<file path="src/rtl/pipe_stage_skid.sv">
// Elastic pipeline stage: valid/ready on both sides, 2-entry skid buffer,
// synchronous flush to a bubble, saturating count of flush-discarded entries.
module pipe_stage_skid #(
    parameter int                 DATA_W     = 16,
    parameter logic [DATA_W-1:0]  BUBBLE_VAL = '0,
    parameter int                 CNT_W      = 8
) (
    input  logic              clk,
    input  logic              rst,
    input  logic              flush,
    input  logic              in_valid,
    output logic              in_ready,
    input  logic [DATA_W-1:0] in_data,
    output logic              out_valid,
    input  logic              out_ready,
    output logic [DATA_W-1:0] out_data,
    output logic [1:0]        occupancy,
    output logic [CNT_W-1:0]  drop_cnt
);

    // Handshake: a beat transfers on a side exactly when valid and ready are
    // both high at a rising clk edge; ready/valid here depend on state only.
    typedef enum logic [1:0] {
        EMPTY = 2'd0,
        ONE   = 2'd1,
        FULL  = 2'd2
    } state_e;

    state_e              state_q, state_d;
    logic [DATA_W-1:0]   main_q, main_d;
    logic [DATA_W-1:0]   skid_q, skid_d;
    logic [CNT_W-1:0]    drop_q, drop_d;
    logic                in_fire, out_fire;
    logic [1:0]          drop_inc;
    logic [CNT_W:0]      drop_sum;

    always_comb begin
        in_ready  = 1'b1;
        out_valid = 1'b0;
        occupancy = 2'd0;
        case (state_q)
            EMPTY: begin
                in_ready  = 1'b1;
                out_valid = 1'b0;
                occupancy = 2'd0;
            end
            ONE: begin
                in_ready  = 1'b1;
                out_valid = 1'b1;
                occupancy = 2'd1;
            end
            FULL: begin
                in_ready  = 1'b0;
                out_valid = 1'b1;
                occupancy = 2'd2;
            end
            default: begin
                in_ready  = 1'b1;
                out_valid = 1'b0;
                occupancy = 2'd0;
            end
        endcase
    end

    assign out_data = out_valid ? main_q : BUBBLE_VAL;
    assign drop_cnt = drop_q;
    assign in_fire  = in_valid & in_ready;
    assign out_fire = out_valid & out_ready;

    // Entries lost to a flush: held but not taken downstream, plus the beat
    // accepted on the flush edge. Never underflows since out_fire implies occupancy>=1.
    assign drop_inc = occupancy - {1'b0, out_fire} + {1'b0, in_fire};
    assign drop_sum = {1'b0, drop_q} + (CNT_W+1)'(drop_inc);

    always_comb begin
        state_d = state_q;
        main_d  = main_q;
        skid_d  = skid_q;
        drop_d  = drop_q;
        if (flush) begin
            state_d = EMPTY;
            main_d  = BUBBLE_VAL;
            skid_d  = BUBBLE_VAL;
            drop_d  = drop_sum[CNT_W] ? {CNT_W{1'b1}} : drop_sum[CNT_W-1:0];
        end else begin
            case (state_q)
                EMPTY: begin
                    if (in_fire) begin
                        state_d = ONE;
                        main_d  = in_data;
                    end
                end
                ONE: begin
                    if (in_fire && !out_fire) begin
                        state_d = FULL;
                        skid_d  = in_data;
                    end else if (in_fire && out_fire) begin
                        main_d  = in_data;
                    end else if (out_fire) begin
                        state_d = EMPTY;
                        main_d  = BUBBLE_VAL;
                    end
                end
                FULL: begin
                    if (out_fire) begin
                        state_d = ONE;
                        main_d  = skid_q;
                        skid_d  = BUBBLE_VAL;
                    end
                end
                default: begin
                    state_d = EMPTY;
                    main_d  = BUBBLE_VAL;
                    skid_d  = BUBBLE_VAL;
                end
            endcase
        end
    end

    always_ff @(posedge clk or posedge rst) begin
        if (rst) begin
            state_q <= EMPTY;
            main_q  <= BUBBLE_VAL;
            skid_q  <= BUBBLE_VAL;
            drop_q  <= '0;
        end else begin
            state_q <= state_d;
            main_q  <= main_d;
            skid_q  <= skid_d;
            drop_q  <= drop_d;
        end
    end

endmodule

</file>
<file path="config.mk">
export PLATFORM = sky130hd
export DESIGN_NAME = pipe_stage_skid
export DESIGN_NICKNAME = d
export VERILOG_FILES = /design/src/rtl/pipe_stage_skid.sv
export SDC_FILE = /design/constraint.sdc
export NUM_CORES = 1
export LEC_CHECK = 0
export CAP_MARGIN = 10
export CORE_AREA = 2 2 79 81
export CTS_CLUSTER_DIAMETER = 30
export DETAILED_ROUTE_END_ITERATION = 12
export DIE_AREA = 0 0 81 83
export PLACE_DENSITY = 0.69
export SYNTH_ARGS = -nofsm -noshare
export SYNTH_HDL_FRONTEND = slang
export SYNTH_SLANG_ARGS = --single-unit
</file>
<file path="constraint.sdc">
create_clock -name clk -period 5.92 [get_ports clk]
set_input_delay 0.888 -clock clk [delete_from_list [all_inputs] [get_ports clk]]
set_output_delay 0.888 -clock clk [all_outputs]
set_load 0.01 [all_outputs]
</file>
Word-level counts from Yosys, hierarchy flattened
Cells that the tools add are included.

Bitwise gates (word level): 2. Muxes and demuxes: 22. Reduce and logical (&&, ||, !) cells: 8. Add/sub/neg operators: 3. Eq/ne operators: 10.

Operators with widths (number): 16-bit 2-to-1 mux (9); 16-bit one-hot mux with 3 select lines (2); 2-bit 2-to-1 mux (6); 3-bit != test (second input constant) (4); 4-bit != test (second input constant) (3); 8-bit by 2-bit adder with 9-bit output (1); 8-bit 2-to-1 mux (1); 4-bit AND reduction (2); 2-bit one-hot mux with 3 select lines (1); 2-bit one-hot mux with 2 select lines (1); 3-bit AND reduction (1); 2-bit by 1-bit adder with 2-bit output (1); 1-bit AND (2); 2-bit by 1-bit == test with 1-bit output (second input constant) (1); 2-bit == test (second input constant) (1); 1-bit logical AND (2); 2-bit zero test (1); 1-bit 2-to-1 mux (2); 2-bit != test (second input constant) (1); 2-bit OR reduction (1); 2-bit by 1-bit subtractor with 2-bit output (1); 1-bit zero test (1).

Output and inout bits: 28. Register bits after elaboration: 42. Input port bits: 21.

Longest topological paths before layout
Gate-level depths: netlist of the first run.

Word-level depth: 9. Depth in mapped cells: 13.

Worst setup path after synthesis of the first run
OpenSTA, ideal clock, no wires.

Kind: input-to-reg. Start point: input in_valid. End point: register drop_q[4] (netlist: drop_cnt[4]). Stages on the path: 9. Setup time: 125 ps. Arrival: 2709 ps. Data required time: 5795 ps. Setup slack: 3086 ps. Cells stage by stage: nor2b_2 -> ha_1 -> inv_1 -> ha_1 -> xnor2_1 -> xnor2_1 -> fa_1 -> nand4_1 -> mux2_2.

Word-level cells in the longest chain between the ends: 4.

Ends and longest elaborated chain: from (decl) (line 11) `input logic in_valid,`; 1-bit AND (line 67) `assign in_fire = in_valid & in_ready;`; 2-bit by 1-bit adder with 2-bit output (line 72) `assign drop_inc = occupancy - {1'b0, out_fire} + {1'b0, in_fire};`; 8-bit by 2-bit adder with 9-bit output (line 73) `assign drop_sum = {1'b0, drop_q} + (CNT_W+1)'(drop_inc);`; 8-bit 2-to-1 mux (line 84) `drop_d = drop_sum[CNT_W] ? {CNT_W{1'b1}} : drop_sum[CNT_W-1:0];`; to (signal assigned) (line 130) `drop_q <= drop_d;`; to (decl) (line 32) `logic [CNT_W-1:0] drop_q, drop_d;`.

No other way between the ends. A chain may end at the register's enable or synchronous reset.

Worst setup path after layout of the first run
Start point: input flush. End point: register main_q[12].

Word-level cells in the longest chain between the ends: 2. Elaborated cells on any way between the ends: 6. Those cells by class: eq/ne: 4; mux: 1; reduce/logical: 1.

Ends and longest elaborated chain: from (decl) (line 10) `input logic flush,`; 4-bit != test (no source line) / 3-bit != test (equally long branches); 4-bit AND reduction (no source line); to (signal assigned) (line 128) `main_q <= main_d;`; to (decl) (line 30) `logic [DATA_W-1:0] main_q, main_d;`.

Parallel ways exist; a longest one is shown, timed or not.

==> flow_metrics.py, run 1 <==
metrics = {
    "global_route": {
        "grt_pass1_vias": 1584,
        "met1_usage_pct": 21.3,
        "use_met2_pct": 21.9,
        "grt_max_degree": 43,
        "grt_pass1_wl_mm": 7.80,
        "overflow": 0,
        "track_usage_pct": 14.8,
        "grt-busiest-layer": "met2",
        "use_met3_pct": 3.37,
        "antenna_found_initial": 0,
    },
    "yosys": {
        "synth-xor-area-share_pct": 1.54,
        "async_flop_share_pct": 100,
        "synth_seq_cells": 42,
        "syn_inst": 204,
        "synth-compound-area-share_pct": 16.2,
        "synthSimpleGateAreaFrac_pct": 13.6,
        "synthFlopType": "dfrtp_1",
        "synth_top_area_share_pct": 46.2,
        "synth_nets": 237,
        "syn-mean-instance-area_um2": 11.2,
        "synthMuxAreaShare_pct": 11.9,
        "synth_warnings": 0,
        "yosysUniqueCellTypes": 38,
        "synth_edf_count": 0,
        "synth_top_family_by_area": "compound AO/OA/AOI/OAI gates",
        "synth_area_leaders": "dfrtp_1, mux2_4, a22o_1",
        "synth.largest_area_cell": "dfrtp_1",
        "syn_area_um2": 2280,
        "seq_area_frac_synth_pct": 46.2,
        "synthAdderAreaFrac_pct": 6.92,
        "synth.most_common_cell": "dfrtp_1",
        "synth_common_cells": "dfrtp_1, nor2_1, a22o_1, a22oi_1, and2_1",
    },
    "floorplan": {
        "initial_core_util_pct": 39.2,
        "die_area_um2": 6720,
        "rows": 28,
        "num_io_pins": 49,
        "die_y_um": 83,
        "core-area_um2": 5820,
        "die_width_um": 81,
    },
    "placed_design": {
        "port_buffers": 48,
        "gp_congestion": 0.835,
        "hpwl_mm": 3.32,
    },
    "run_status": {
        "status": "completed",
    },
    "timing": {
        "tightest_slew_ns": 1.04,
        "relSlewSlack_pct": 30.3,
        "finalCriticalPeriod_ns": 3.27,
        "maxSlewViolCount": 0,
        "setup_violations": 0,
        "fin_skew_ns": 0.00761,
        "finalHoldViolations": 0,
        "timing.fmax_mhz": 306,
        "rsz0062_at_grt": "false",
        "fin_setup_tns_ns": 0,
        "post-route-period-util_pct": 55.3,
    },
    "critical_path": {
        "endpoint_kind": "flop",
        "path_max_fanout": 28,
        "arrival_ns": 3.46,
        "r2r-start": "state_q[1]",
        "cp-start-kind": "input pin",
        "required_ns": 6.11,
        "critPathKind": "in -> reg",
        "critPathLaunch": "flush",
    },
    "hold_path": {
        "hp-start": "main_q[10]",
        "hold_path_class": "reg -> reg",
    },
    "cells_and_area": {
        "drive_above_1_share_pct": 14.3,
        "nets": 284,
        "antenna-diode-count": 0,
        "area_growth_pct": 28.4,
        "post-route-util_pct": 50.3,
    },
    "clock_network": {
        "h-tree-depth": 2,
        "clock_sinks": 42,
        "clk_latency_ns": 0.30,
        "holdBufCountCts": 0,
        "cts_buffers": 5,
        "post_cts_buffers": 0,
        "clk_path_buf_depth": 2,
        "cts_resized": 0,
        "root_buffer": "clkbuf_8",
        "path_clk_slew_ns": 0.08,
        "cts_tree": "done",
    },
    "route": {
        "ant_nets": 0,
        "via_count": 1652,
        "drtPass1Iterations": 4,
        "drtIter0Drc": 59,
        "via_per_inst": 5.05,
        "post_drt_wl_per_cell_um": 14.2,
        "drc_errors": 0,
        "drt_wl_total_mm": 4.66,
    },
    "run": {
        "maxCapViolations": 0,
    },
    "pwr": {
        "vdd.ir_drop.worst_mv": 0.224,
        "power.leakage_nw": 1.32,
        "p_per_area_nw_per_um2": 423,
    },
}
[flip-flops by register name, summed over array words and instances (netlist names)]
signal and cells:
drop_cnt 8, main_q 16, skid_q 16, state_q 2
[stage by stage]
step / total power [mW] / setup WS [ns] / hold slack (ns) / cell area, um2 / instances
after floorplan: 0.810 / 3.09 / 0.471 / 2280 / 204
after global placement: 1.01 / 2.37 / 0.487 / 2810 / 319
after detailed placement: 1.02 / 2.30 / 0.490 / 2810 / 319
after CTS: 1.25 / 2.62 / 0.509 / 2920 / 327
after global routing: 1.33 / 2.41 / 0.535 / 2920 / 327
final: 1.24 / 2.65 / 0.503 / 2920 / 327
[power breakdown]
| group | internal [mW] | switching [mW] | total [mW] |
|---|---|---|---|
| registers | 0.365 | 0.0605 | 0.425 |
| clock network | 0.126 | 0.104 | 0.230 |
| logic | 0.303 | 0.278 | 0.581 |
| total | 0.794 | 0.443 | 1.24 |
[cell type report]
class | instances | area, um2
well taps | 75 | 93.8
inverters | 10 | 37.5
fillers | 554 | 2890
clock buffers | 5 | 68.8
repair buffers | 49 | 488
flip-flops and latches | 42 | 1050
multi-input cells | 143 | 1140
clock inverters | 3 | 43.8
[final timing paths]
check / cells after the start / slack, ns / end
max reg2reg: 11 / 2.71 / drop_cnt[4]
min in group asynchronous: 3 / 1.02 / skid_q[0]
min reg2reg: 1 / 0.50 / main_q[10]
max in group asynchronous: 3 / 4.55 / skid_q[13]
max: 5 / 2.65 / main_q[12]
min: 1 / 0.50 / main_q[10]
[placed cells by master, fill, tap and decap left out, types with 8 or more instances in the layout]
cell type | synthesis | routed
ha_1 | 11 | 11
a22o_1 | 16 | 16
and2_1 | 16 | 16
nor2_1 | 19 | 19
mux2_2 | 8 | 8
a22oi_1 | 16 | 16
inv_1 | 9 | 9
nand2_1 | 9 | 9
clkdlybuf4s50_1 | 0 | 48
mux2_4 | 10 | 10
dfrtp_1 | 42 | 42
[cells by family after synthesis]
| family | after synthesis |
|---|---|
| simple gates | 60 |
| buf+inv | 19 |
| fa+ha+maj | 12 |
| mux | 21 |
| compound gates | 46 |
| xor+xnor | 4 |
| flops | 42 |
[critical path, cell delays in order]
cell,delay (ns)
clkdlybuf4s50_1,0.95
inv_1,0.28
nand2_1,0.14
o21ai_2,0.77
mux2_2,0.41
[per-layer routing]
layer	share of wire [%]	wire length, um
met2	47	2200
met4	1.5	68
met1	48	2220
met5	0	0
met3	3.7	172
Power figures use the tool's default switching activity.
==> inputs of run 2 (changes only) <==
clock period = 3.35 ns   (was 5.92 ns; I/O delays follow)
==> flow_metrics.py, run 2 (synthesis results as in run 1) <==
metrics = {
    "cells_and_area": {
        "seq_area_um2": 1050,
        "fillers": 565,
        "layout_commonest_cell": "clkdlybuf4s50_1",
        "drive_above_1_share_pct": 16.0,
        "final-instance-count-excl-fill": 332,
        "area_growth_pct": 28.9,
        "design_area_um2": 2940,
        "final_cell_mix": "clkdlybuf4s50_1, dfrtp_1, nor2_1",
        "nets": 289,
        "antenna-diode-count": 0,
        "multi_input_comb_area_um2": 1140,
        "post-route-util_pct": 50.5,
    },
    "floorplan": {
        "num_io_pins": 49,
        "die_area_um2": 6720,
        "die_width_um": 81,
        "core-area_um2": 5820,
        "die_y_um": 83,
        "rows": 28,
        "initial_core_util_pct": 39.2,
    },
    "hold_path": {
        "min_to": "main_q[7]",
        "hold_path_class": "reg -> reg",
        "hold_path_depth": 1,
        "hp-start": "main_q[7]",
    },
    "placed_design": {
        "dp_slack_ns": 0.328,
        "port_buffers": 48,
        "gp_congestion": 0.797,
        "hpwl_mm": 3.55,
        "placed_cell_area_um2": 2850,
        "place_inst": 324,
    },
    "timing": {
        "fin_setup_tns_ns": 0,
        "fin_skew_ns": 0.00727,
        "setup_violations": 0,
        "relSlewSlack_pct": 29.0,
        "tightest_slew_ns": 1.06,
        "maxSlewViolCount": 0,
        "holdWs_ns": 0.502,
        "finalHoldViolations": 0,
        "rsz0062_at_grt": "false",
        "post-route-period-util_pct": 84.6,
        "setup_slack_ns": 0.515,
        "timing.fmax_mhz": 353,
        "finalCriticalPeriod_ns": 2.83,
    },
    "critical_path": {
        "endpoint_kind": "flop",
        "required_ns": 3.53,
        "cp-start-kind": "flop",
        "path_max_fanout": 6,
        "critPathKind": "reg -> reg",
        "rrSetupSlack_ns": 0.52,
        "arrival_ns": 3.02,
        "r2r-end": "drop_cnt[4]",
        "r2r-start": "state_q[1]",
        "ff2ff_path_depth": 11,
    },
    "clock_network": {
        "post_cts_buffers": 0,
        "clk_path_buf_depth": 2,
        "cts_buffers": 5,
        "h-tree-depth": 2,
        "root_buffer": "clkbuf_8",
        "path_clk_slew_ns": 0.08,
        "clk_latency_ns": 0.29,
        "cts_resized": 0,
        "clock_sinks": 42,
        "holdBufCountCts": 0,
        "cts_tree": "done",
    },
    "global_route": {
        "overflow": 0,
        "grt_pass1_vias": 1646,
        "antenna_found_initial": 0,
        "grt_max_degree": 30,
        "track_usage_pct": 15.3,
        "grt_pass1_wl_mm": 8.19,
    },
    "route": {
        "drt_wl_total_mm": 4.82,
        "ant_nets": 0,
        "post_drt_wl_per_cell_um": 14.5,
        "drtIter0Drc": 125,
        "drtPass1Iterations": 4,
        "drc_errors": 0,
        "via_per_inst": 5.00,
        "via_count": 1660,
    },
    "pwr": {
        "power_mw": 2.13,
        "power.leakage_nw": 1.34,
        "vdd.ir_drop.worst_mv": 0.373,
        "p_per_area_nw_per_um2": 726,
    },
    "run_status": {
        "status": "completed",
    },
    "run": {
        "maxCapViolations": 0,
    },
}
-- run 2: cell count changes in the layout (fill, tap and decap cells not counted) --
cell,before,now
bufinv_16,1,0
buf_4,1,6
clkinv_2,1,2
-- run 2: power breakdown --
| part | leakage [nW] | switching [mW] | internal (mW) |
|---|---|---|---|
| clock network | 0.0483 | 0.176 | 0.147 |
| logic | 0.734 | 0.506 | 0.551 |
| registers | 0.556 | 0.106 | 0.645 |
| total | 1.34 | 0.788 | 1.34 |
-- run 2: worst max-delay path by stage --
stage / start / end / depth (start not counted)
global route: state_q[1] / drop_cnt[4] / 11
detailed placement: out_ready / drop_cnt[4] / 10
finish: state_q[1] / drop_cnt[4] / 11
floorplan: state_q[1] / drop_cnt[4] / 11
global placement: out_ready / drop_cnt[4] / 10
CTS: state_q[1] / drop_cnt[4] / 11
-- run 2: critical path: stages (launching register included) --
cell and delay [ns]:
dfrtp_1 0.41, inv_1 0.08, ha_1 0.32, nand2_2 0.11, ha_1 0.30, inv_1 0.04, ha_1 0.18, xnor2_1 0.18
xnor2_1 0.13, fa_1 0.50, nand4_1 0.13, mux2_2 0.33
-- run 2: area by class of cell --
class / count / area share (%)
tap: 75 / 3.20
multi-input combinational: 143 / 38.8
clock inverter: 3 / 0.639
clock buffer: 5 / 2.34
timing repair buffer: 54 / 17.9
inverter: 10 / 1.28
sequential: 42 / 35.8
-- run 2: metal layers --
layer	wire [um]	global-route usage, %
met1	2240	21.6
met2	2380	24.1
met3	152	2.83
met4	46	3.70
met5	0	0
